### src/rtl/stream_gearbox_unpacker_if.sv
// Bundles the source read port, sink write port, flush control and debug taps
// of stream_gearbox_unpacker.
interface stream_gearbox_unpacker_if #(
  parameter int IN_WIDTH  = 128,
  parameter int OUT_WIDTH = 64
);
  localparam int LEVEL_W = $clog2(IN_WIDTH + OUT_WIDTH + 1);

  // Handshakes: a source word is popped in any cycle where m_packed_read_req is
  // high (it is only raised while m_packed_read_ready is high) and its data must
  // be on m_packed_read_data in the following cycle; an output word transfers in
  // any cycle where m_unpacked_write_req and m_unpacked_write_ready are both high.
  logic                 m_packed_read_ready;
  logic                 m_packed_read_req;
  logic [IN_WIDTH-1:0]  m_packed_read_data;
  logic                 m_unpacked_write_ready;
  logic                 m_unpacked_write_req;
  logic [OUT_WIDTH-1:0] m_unpacked_write_data;
  logic                 flush;
  logic                 flush_done;
  logic [LEVEL_W-1:0]   dbg_level;
  logic                 dbg_rd_valid;
  logic                 dbg_flush_pend;

  modport master (
    input  m_packed_read_ready, m_packed_read_data, m_unpacked_write_ready, flush,
    output m_packed_read_req, m_unpacked_write_req, m_unpacked_write_data, flush_done,
    output dbg_level, dbg_rd_valid, dbg_flush_pend
  );

  modport slave (
    output m_packed_read_ready, m_packed_read_data, m_unpacked_write_ready, flush,
    input  m_packed_read_req, m_unpacked_write_req, m_unpacked_write_data, flush_done,
    input  dbg_level, dbg_rd_valid, dbg_flush_pend
  );
endinterface

### src/rtl/stream_gearbox_unpacker.sv
// Arbitrary-ratio width converter: packed source words are appended LSB-first to a
// residual bit buffer and drained as OUT_WIDTH words, with a zero-padded flush tail.
module stream_gearbox_unpacker #(
  parameter int IN_WIDTH  = 128,
  parameter int OUT_WIDTH = 64
) (
  input  logic                      clk,
  input  logic                      reset,
  stream_gearbox_unpacker_if.master bus
);
  localparam int BUF_W   = IN_WIDTH + OUT_WIDTH;
  localparam int LEVEL_W = $clog2(BUF_W + 1);
  localparam int SUM_W   = LEVEL_W + 2;

  typedef enum logic {FL_IDLE, FL_PEND} fl_state_e;

  logic [BUF_W-1:0]   data_buf_q, data_buf_d;
  logic [LEVEL_W-1:0] level_q, level_d;
  logic               rd_valid_q, rd_valid_d;
  fl_state_e          fl_state_q, fl_state_d;

  logic               flush_pend;
  logic               full_word;
  logic               tail;
  logic               write_req;
  logic               pop;
  logic               read_req;
  logic               flush_done;
  logic [LEVEL_W-1:0] take;
  logic [LEVEL_W-1:0] lvl_ap;
  logic [SUM_W-1:0]   need;
  logic [BUF_W-1:0]   shifted;

  always_comb begin
    flush_pend = (fl_state_q == FL_PEND);
    full_word  = (level_q >= LEVEL_W'(OUT_WIDTH));
    tail       = flush_pend && !rd_valid_q && (level_q != '0) && !full_word;
    write_req  = full_word || tail;
    pop        = write_req && bus.m_unpacked_write_ready;

    take = '0;
    if (pop) take = full_word ? LEVEL_W'(OUT_WIDTH) : level_q;
    lvl_ap = level_q - take;

    // Room is reserved for the word already in flight plus the one requested now.
    need     = SUM_W'(lvl_ap) + SUM_W'(IN_WIDTH) + (rd_valid_q ? SUM_W'(IN_WIDTH) : '0);
    read_req = !reset && bus.m_packed_read_ready && !flush_pend && (need <= SUM_W'(BUF_W));

    // Bits above level are always zero, so a tail pop leaves the buffer empty.
    shifted    = pop ? (data_buf_q >> OUT_WIDTH) : data_buf_q;
    data_buf_d = shifted;
    level_d    = lvl_ap;
    if (rd_valid_q) begin
      data_buf_d = shifted | (BUF_W'(bus.m_packed_read_data) << lvl_ap);
      level_d    = lvl_ap + LEVEL_W'(IN_WIDTH);
    end
    rd_valid_d = read_req;

    fl_state_d = fl_state_q;
    flush_done = 1'b0;
    case (fl_state_q)
      FL_IDLE: if (bus.flush) fl_state_d = FL_PEND;
      FL_PEND: begin
        if (!rd_valid_q && (level_q == '0)) begin
          flush_done = 1'b1;
          fl_state_d = FL_IDLE;
        end
      end
      default: fl_state_d = FL_IDLE;
    endcase
  end

  always_ff @(posedge clk or posedge reset) begin
    if (reset) begin
      data_buf_q <= '0;
      level_q    <= '0;
      rd_valid_q <= 1'b0;
      fl_state_q <= FL_IDLE;
    end else begin
      data_buf_q <= data_buf_d;
      level_q    <= level_d;
      rd_valid_q <= rd_valid_d;
      fl_state_q <= fl_state_d;
    end
  end

  assign bus.m_packed_read_req     = read_req;
  assign bus.m_unpacked_write_req  = write_req;
  assign bus.m_unpacked_write_data = data_buf_q[OUT_WIDTH-1:0];
  assign bus.flush_done            = flush_done;
  assign bus.dbg_level             = level_q;
  assign bus.dbg_rd_valid          = rd_valid_q;
  assign bus.dbg_flush_pend        = flush_pend;
endmodule

### src/flat_wrapper.sv
// flat-port wrapper written by rule: the top's interface ports become plain ports
module stream_gearbox_unpacker_flat 
#(
  parameter int IN_WIDTH  = 128,
  parameter int OUT_WIDTH = 64
)
  (clk, reset, bus_m_packed_read_ready, bus_m_packed_read_data, bus_m_unpacked_write_ready, bus_flush, bus_m_packed_read_req, bus_m_unpacked_write_req, bus_m_unpacked_write_data, bus_flush_done, bus_dbg_level, bus_dbg_rd_valid, bus_dbg_flush_pend);
  stream_gearbox_unpacker_if #(.IN_WIDTH(IN_WIDTH), .OUT_WIDTH(OUT_WIDTH)) bus_i ();
  input  logic clk;
  input  logic reset;
  input wire logic [$bits(bus_i.m_packed_read_ready)-1:0] bus_m_packed_read_ready;
  input wire logic [$bits(bus_i.m_packed_read_data)-1:0] bus_m_packed_read_data;
  input wire logic [$bits(bus_i.m_unpacked_write_ready)-1:0] bus_m_unpacked_write_ready;
  input wire logic [$bits(bus_i.flush)-1:0] bus_flush;
  output wire logic [$bits(bus_i.m_packed_read_req)-1:0] bus_m_packed_read_req;
  output wire logic [$bits(bus_i.m_unpacked_write_req)-1:0] bus_m_unpacked_write_req;
  output wire logic [$bits(bus_i.m_unpacked_write_data)-1:0] bus_m_unpacked_write_data;
  output wire logic [$bits(bus_i.flush_done)-1:0] bus_flush_done;
  output wire logic [$bits(bus_i.dbg_level)-1:0] bus_dbg_level;
  output wire logic [$bits(bus_i.dbg_rd_valid)-1:0] bus_dbg_rd_valid;
  output wire logic [$bits(bus_i.dbg_flush_pend)-1:0] bus_dbg_flush_pend;
  assign bus_i.m_packed_read_ready = bus_m_packed_read_ready;
  assign bus_i.m_packed_read_data = bus_m_packed_read_data;
  assign bus_i.m_unpacked_write_ready = bus_m_unpacked_write_ready;
  assign bus_i.flush = bus_flush;
  assign bus_m_packed_read_req = bus_i.m_packed_read_req;
  assign bus_m_unpacked_write_req = bus_i.m_unpacked_write_req;
  assign bus_m_unpacked_write_data = bus_i.m_unpacked_write_data;
  assign bus_flush_done = bus_i.flush_done;
  assign bus_dbg_level = bus_i.dbg_level;
  assign bus_dbg_rd_valid = bus_i.dbg_rd_valid;
  assign bus_dbg_flush_pend = bus_i.dbg_flush_pend;
  stream_gearbox_unpacker #(.IN_WIDTH(IN_WIDTH), .OUT_WIDTH(OUT_WIDTH)) u_core (.clk(clk), .reset(reset), .bus(bus_i));
endmodule
### config.mk
export PLATFORM = sky130hd
export DESIGN_NAME = stream_gearbox_unpacker_flat
export DESIGN_NICKNAME = d
export VERILOG_FILES = /design/src/rtl/stream_gearbox_unpacker_if.sv /design/src/rtl/stream_gearbox_unpacker.sv /design/src/flat_wrapper.sv
export SDC_FILE = /design/constraint.sdc
export NUM_CORES = 1
export LEC_CHECK = 0
export CORE_AREA = 2 2 194 339
export DETAILED_ROUTE_END_ITERATION = 10
export DIE_AREA = 0 0 196 341
export PLACE_DENSITY_LB_ADDON = 0.2
export SLEW_MARGIN = 10
export SYNTH_ARGS = -nofsm -noshare
export SYNTH_HDL_FRONTEND = slang
export SYNTH_SLANG_ARGS = --single-unit
### constraint.sdc
create_clock -name clk -period 12.7 [get_ports clk]
set_input_delay 3.175 -clock clk [delete_from_list [all_inputs] [get_ports clk]]
set_output_delay 3.175 -clock clk [all_outputs]
set_load 0.1 [all_outputs]
# [Yosys cells after proc, flatten, opt, wreduce, memory -nomap -nowiden]
# Index checks and enable logic that the tools add are counted.
[totals] memories=0 out_inout_bits=77 latchBits=0 mem_bits_rw=0 romBits=0 word_cells=39 reg_bits=202
[classes] div=0 n_mux=11 n_lt_le_gt_ge=2 addsub=4 n_mul=0 n_reduce_logical=15 eq_ne=0 bitwise_logic=2 n_shift=1
[ops] cell="$mux 192" count=2
[ops] cell="$or 192x192->192" count=1
[ops] cell="$shl 128x8->192" count=1
[ops] cell="$mux 8" count=4
[ops] cell="$add 10x10->10" count=1
[ops] cell="$le 10x8->1 const B" count=1
[ops] cell="$add 8x8->9 const B" count=1
[ops] cell="$add 8x8->8 const B" count=1
[ops] cell="$ge 8x7->1 const B" count=1
[ops] cell="$logic_and 1x1->1" count=8
[ops] cell="$logic_not 8->1" count=1
[ops] cell="$reduce_bool 8->1" count=1
[ops] cell="$sub 8x8->8" count=1
[ops] cell="$logic_not 1->1" count=4
[ops] cell="$mux 1" count=4
[ops] cell="$pmux 1 s2" count=1
[ops] cell="$logic_or 1x1->1" count=1
[ops] cell="$not 1->1" count=1

# [Depth between registers and ports, before layout]
# Gate-level depths: netlist (run 1).
[logic_depth] word_depth=12 mapped_depth=24 mapped_depth_nobuf=17

# [Worst setup path before layout (run 1)]
# Ideal clock, no wire load.
[synth_timing] path_type="input to output" start="in bus_m_unpacked_write_ready" end="out bus_m_packed_read_req" cell_stages=23 t_arrival_ns=11.278 slack_ns=-1.753 path_cell_list="clkbuf_1 -> clkbuf_1 -> buf_1 -> buf_1 -> clkbuf_1 -> nand2_1 -> clkbuf_1 -> nor3_1 -> nand2_1 -> ha_1 -> a221oi_1 -> o2bb2ai_1 -> mux2i_1 -> and2_1 -> clkbuf_1 -> inv_1 -> clkbuf_1 -> clkbuf_1 -> ha_1 -> nand3b_1 -> nor4_1 -> a21oi_1 -> nor4b_1"
[synth_between] elab_chain_cells=7
[synth_lines] item="from (decl)" line="flat_wrapper.sv:13" rtl="input wire logic [$bits(bus_i.m_unpacked_write_ready)-1:0] bus_m_unpacked_write_ready;"
[synth_lines] item="$logic_and 1x1->1" line="stream_gearbox_unpacker.sv:39" rtl="pop = write_req && bus.m_unpacked_write_ready;"
[synth_lines] item="$mux 8" line="stream_gearbox_unpacker.sv:42" rtl="if (pop) take = full_word ? LEVEL_W'(OUT_WIDTH) : level_q;"
[synth_lines] item="$sub 8x8->8" line="stream_gearbox_unpacker.sv:43" rtl="lvl_ap = level_q - take;"
[synth_lines] item="$add 8x8->9" line="stream_gearbox_unpacker.sv:46" rtl="need = SUM_W'(lvl_ap) + SUM_W'(IN_WIDTH) + (rd_valid_q ? SUM_W'(IN_WIDTH) : '0);"
[synth_lines] item="$add 10x10->10" line="stream_gearbox_unpacker.sv:46"
[synth_lines] item="$le 10x8->1" line="stream_gearbox_unpacker.sv:47" rtl="read_req = !reset && bus.m_packed_read_ready && !flush_pend && (need <= SUM_W'(BUF_W));"
[synth_lines] item="$logic_and 1x1->1" line="stream_gearbox_unpacker.sv:47"
[synth_lines] item="to (decl)" line="flat_wrapper.sv:15" rtl="output wire logic [$bits(bus_i.m_packed_read_req)-1:0] bus_m_packed_read_req;"
# Every way passes these cells.

# [Worst setup path after layout (run 1)]
# Same ends and word-level chain as after synthesis.

==> out/metrics.cfg, run 1 <==
[sta]
finClkSkew_ns=0.03141
timing.final.crit_share=0.8306
min_period_ns=10.55
tns_ns=0
rsz0062_at_grt=false
hold_violations=0
setup_viol=0
maxSlewHeadroom=0.1520
max_freq_mhz=94.80
final-max-slew-violation-count=0
tightest_slew_ns=1.267

[final_layout]
antenna_cells=0
mostFrequentLayoutCells=nor2_1 (302), nand2_1 (270), mux2i_1 (260), clkdlybuf4s50_1 (205), dfrtp_1 (201)
layout_commonest_cell=nor2_1
syn2layout_area_growth_pct=13.39
final_nets=2887
drive_above_1_share=0.1059

[route]
drt-total-wl_mm=126.6
drtIter0Drc=2864
post_drt_wl_per_cell_um=35.46
first_pass_iters=8
vias_per_cell=7.044
num_vias=25150
drc=0
ant_nets=0

[critical_path]
crit_arrival_ns=7.37
path_class=input port to primary output
slowest_delay_ns=0.86
crit_buf_inv=3
crit_required_ns=9.52
worstPathMaxFanout=57
worst_path_most_repeated_cell=nand2_1
crit_family=simple AND/OR/NAND/NOR gates
cp-start-kind=input port
endpoint_kind=primary output
crit_slowest_cell=xnor2_2
worstPathCellList=buf_4, nand2_4, nor3_1, nand2_1, fa_4, xnor2_2, inv_4, nor2_1, nand2_1, nor4_1, a21oi_1, nor4b_4, buf_12

[synth]
synth_edf_count=0
postSynth.asyncResetShare=1.000
synth_cell_types=90
synth_area_per_cell_sq_um=8.017
netlist_instances=2768
synth_seq_cells=202
syn_area_sq_um=22190
yosys_warnings=0
syn_nets=2912
synth.yosys.seq_area_share=0.2278
synthFlopType=dfrtp_1

[placed_design]
globalplace.congestion=1.032
hpwl_mm=98.45
io_buffers=209

[cts]
cts_tree=built
hold_buffers=0
cts_sinks=202
root_buffer=clkbuf_16
cts_buffers=21
cts_buffer_depth=3
htree_levels=1
cts_setup_buffers=0
clk_pin_slew_ns=0.06
cts_resized=0
clock_latency_ns=0.56

[floorplanning]
pin_count=210
rows=123
die_w_um=196
die_height_um=341
core_sq_um=64020
die_area_sq_um=66840
start_util=0.3466

[run]
cap_violations=0

[global_route]
grt_pass1_wl_mm=180.4
grt_pass1_vias=23960
grt_overflow_total=0
grt_max_degree=177
antenna_found_initial=0
grt_use_total=0.3686

[min_path]
hold_path.class=register to register

[status]
status=finished, final reports clean

metrics by stage:
stage	hold WS, ns	utilization	cells	setup slack [ns]	instance area, sq um
5_1_grt	0.4998	0.3930	3570	1.782	25160
4_1_cts	0.4802	0.3930	3570	2.214	25160
3_3_place_gp	0.4612	0.3824	3532	2.156	24480
6_report	0.4846	0.3930	3570	2.152	25160
3_5_place_dp	0.4661	0.3824	3532	2.231	24480
2_1_floorplan	0.4423	-	2768	0.3000	22210
Yosys cell counts, drive strengths merged, types with 12 or more instances:
| cell | number | area (sq um) |
|---|---|---|
| nand4 | 18 | 112.6 |
| nand2 | 273 | 1025 |
| a211o | 20 | 175.2 |
| o21ai | 178 | 894.6 |
| o22ai | 121 | 763.2 |
| nor3b | 21 | 157.7 |
| and3 | 21 | 131.4 |
| clkbuf | 189 | 709.4 |
| or2 | 12 | 75.08 |
| buf | 141 | 855.8 |
| nor3 | 56 | 290.3 |
| o2bb2ai | 22 | 192.7 |
| a31oi | 19 | 118.9 |
| and2 | 28 | 175.2 |
| o2111ai | 15 | 131.4 |
| inv | 17 | 63.81 |
| a221oi | 62 | 555.5 |
| nor2 | 309 | 1160 |
| a21o | 15 | 112.6 |
| mux4 | 59 | 1329 |
| mux2 | 62 | 698.2 |
| o221ai | 76 | 665.6 |
| a22oi | 51 | 387.9 |
| or3 | 17 | 106.4 |
| dfrtp | 202 | 5055 |
| o211ai | 47 | 352.8 |
| o21a | 16 | 120.1 |
| a21oi | 116 | 580.6 |
| a211oi | 32 | 240.2 |
| o31ai | 31 | 232.7 |
| nand3 | 59 | 295.3 |
| mux2i | 261 | 2616 |
| a221o | 13 | 130.1 |
| a22o | 19 | 166.4 |
metal layers:
metal  global-route usage  routed length, um  vias to the layer above
met5                    0                  0                        -
met4               0.2961              12520                        0
met3              0.04783               9039                      409
met2               0.6165              59710                     1607
met1               0.4225              45320                    12510
li1                     -                  -                    10620
cell families (layout without fill, tap and decap cells):
group,count (synthesis),in the layout,synth area share
AOI/OAI and AO/OA,963,963,0.3082
and+or+nand+nor,853,853,0.1720
muxes,382,382,0.2092
buffers and inverters,351,341,0.07409
DFF,202,202,0.2278
adders and majority gates,11,11,0.006540
xor gates and xnor gates,5,5,0.001974
other,1,1,0.0001690
flip-flops by register name, indices dropped and copies added (netlist names):
name                       count
u_core.bus.dbg_flush_pend      1
u_core.bus.dbg_level           8
u_core.data_buf_q            192
u_core.bus.dbg_rd_valid        1
layout make-up:
type	count	area (sq um)
Fill cell	6711	38860
Clock buffer	29	605.6
Tap cell	812	1016
Clock inverter	9	73.82
Timing Repair Buffer	282	2668
Inverter	21	96.34
Sequential cell	202	5059
Multi-Input combinational cell	2215	15650
worst reg2reg max path: cells and delay by family, from the launching register on:
kind                     cells  cell delay [ns]
AND/OR/NAND/NOR              7             1.59
flip-flops                   1             0.73
buffers and inverters        3             1.40
AO/OA/AOI/OAI                7             2.38
adder cells (fa/ha/maj)      1             0.50
XOR/XNOR                     1             0.86
path summary, 6_finish.rpt:
| path | start | end | slack (ns) | depth (start not counted) |
|---|---|---|---|---|
| min | u_core.data_buf_q[144] | u_core.data_buf_q[144] | 0.48 | 2 |
| max | bus_m_unpacked_write_ready | bus_m_packed_read_req | 2.15 | 13 |
| min in group asynchronous | reset | u_core.bus.dbg_rd_valid | 3.16 | 2 |
| min reg2reg | u_core.data_buf_q[144] | u_core.data_buf_q[144] | 0.48 | 2 |
| max reg2reg | u_core.bus.dbg_level[0] | u_core.data_buf_q[128] | 5.19 | 19 |
| max in group asynchronous | reset | u_core.data_buf_q[36] | 8.12 | 3 |
Power of run 1 is not shown: default switching activity piles up to over one toggle a cycle in this logic, so the estimate is an artifact.
==> inputs of run 2 (changes only) <==
==> constraint.sdc (replaced) <==
create_clock -name clk -period 9.7 [get_ports clk]
set_input_delay 2.425 -clock clk [delete_from_list [all_inputs] [get_ports clk]]
set_output_delay 2.425 -clock clk [all_outputs]
set_load 0.1 [all_outputs]
==> run 2 against run 1 <==
Net effect: die area stayed put; cell area up 1.2%; via count fell by 0.49%; first-iteration DRC count rose by 9.3%; worst setup slack got worse by 0.87 ns; global-route usage is 0.25 points higher; critical path type unchanged; largest cell class unchanged; highest routed layer is now met5.
==> out/metrics.cfg, run 2 (synthesized netlist as in run 1, its figures left out) <==
[floorplanning]
die_area_sq_um=66840
rows=123
die_w_um=196
pin_count=210
die_height_um=341
core_sq_um=64020
start_util=0.3466

[route]
drc=0
vias_per_cell=6.966
drtIter0Drc=3129
ant_nets=0
drt-total-wl_mm=127.0
post_drt_wl_per_cell_um=35.36
first_pass_iters=8
num_vias=25020

[placed_design]
globalplace.congestion=1.035
hpwl_mm=98.19
io_buffers=209

[critical_path]
worstPathMaxFanout=35
crit_family=simple AND/OR/NAND/NOR gates
crit_arrival_ns=6.00
crit_slowest_cell=a221oi_4
path_class=input port to primary output
reg2reg_from=u_core.bus.dbg_level[0]
worstPathCellList=buf_4, nand2_8, nor3_4, nand2_2, ha_4, a221oi_4, o2bb2ai_2, mux2i_1, and2_1, inv_1, ha_1, nand3b_1, nor4_1, a21oi_1, nor4b_4, buf_12
slowest_delay_ns=0.41
cp-start-kind=input port
endpoint_kind=primary output
crit_buf_inv=3
critical_path.startpoint=bus_m_unpacked_write_ready
crit_required_ns=7.28

[run]
cap_violations=0

[global_route]
grt_overflow_total=0
antenna_found_initial=1
grt_use_total=0.3711
grt_max_degree=166
grt_pass1_vias=24250
grt_pass1_wl_mm=181.0

[cts]
htree_levels=1
cts_resized=0
cts_buffers=20
hold_buffers=0
cts_setup_buffers=0
cts_tree=built
clk_pin_slew_ns=0.07
cts_buffer_depth=3
root_buffer=clkbuf_16
clock_latency_ns=0.55
cts_sinks=202

[sta]
final-max-slew-violation-count=0
tns_ns=0
rsz0062_at_grt=false
setup_viol=0
timing.final.crit_share=0.8682
maxSlewHeadroom=0.1643
hold_violations=0
tightest_slew_ns=1.254
finClkSkew_ns=0.03044
min_period_ns=8.422
max_freq_mhz=118.7

[final_layout]
top_register=u_core.data_buf_q
final_nets=2909
drive_above_1_share=0.1126
mostFrequentLayoutCells=nor2_1 (307), nand2_1 (269), mux2i_1 (260), clkdlybuf4s50_1 (206), dfrtp_1 (201)
layout_commonest_cell=nor2_1
syn2layout_area_growth_pct=14.80
largest_reg_flops=192

[min_path]
hp-start=u_core.data_buf_q[159]
hold_path.class=register to register

[status]
status=finished, final reports clean

run 2: changes by cell type in the layout (fill, tap and decap cells not counted), sizes merged, moves of 2 or more:
cell / previous run / this run
clkbuf: 29 / 24
clkinvlp: 4 / 1
buf: 77 / 99
bufinv: 0 / 3
clkinv: 7 / 9
run 2: worst min-delay path: stages (launching register included):
cell      delay, ns
dfrtp_1        0.34
nand2_1        0.05
o211ai_1       0.07
run 2: through the flow:
stage                     hold slack [ns]  std cells  utilization  setup slack (ns)  instance area, sq um
after global placement             0.4561       3555       0.3869             1.252                 24770
after CTS                          0.4810       3591       0.3978             1.293                 25470
after global routing               0.4906       3591       0.3979             1.003                 25470
final                              0.4946       3592       0.3979             1.278                 25480
after floorplan                    0.4423       2768            -           0.01160                 22350
after detailed placement           0.4653       3555       0.3869             1.305                 24770
run 2: worst paths after layout:
kind	cells past startpoint	slack, ns	to
max	16	1.28	bus_m_packed_read_req
min	2	0.49	u_core.data_buf_q[159]
max reg2reg	18	2.13	u_core.data_buf_q[119]
min reg2reg	2	0.49	u_core.data_buf_q[159]
max in group asynchronous	3	5.92	u_core.data_buf_q[28]
min in group asynchronous	2	2.38	u_core.bus.dbg_level[5]
run 2: layout make-up:
| cell class | count | area, sq um |
|---|---|---|
| Inverter | 21 | 96.34 |
| Clock inverter | 12 | 165.2 |
| Fill cell | 6638 | 38550 |
| Tap cell | 812 | 1016 |
| Antenna cell | 1 | 2.502 |
| Multi-Input combinational cell | 2215 | 15710 |
| Clock buffer | 24 | 536.8 |
| Timing Repair Buffer | 305 | 2893 |
| Sequential cell | 202 | 5059 |
run 2: metal layers:
metal,vias up,share of wire,track usage
met5,-,0.00012,0
met4,2,0.11,0.3237
met3,451,0.069,0.04793
met2,1581,0.46,0.6025
met1,12320,0.36,0.4306
li1,10670,-,-
Power of run 2 is left out for the same reason.
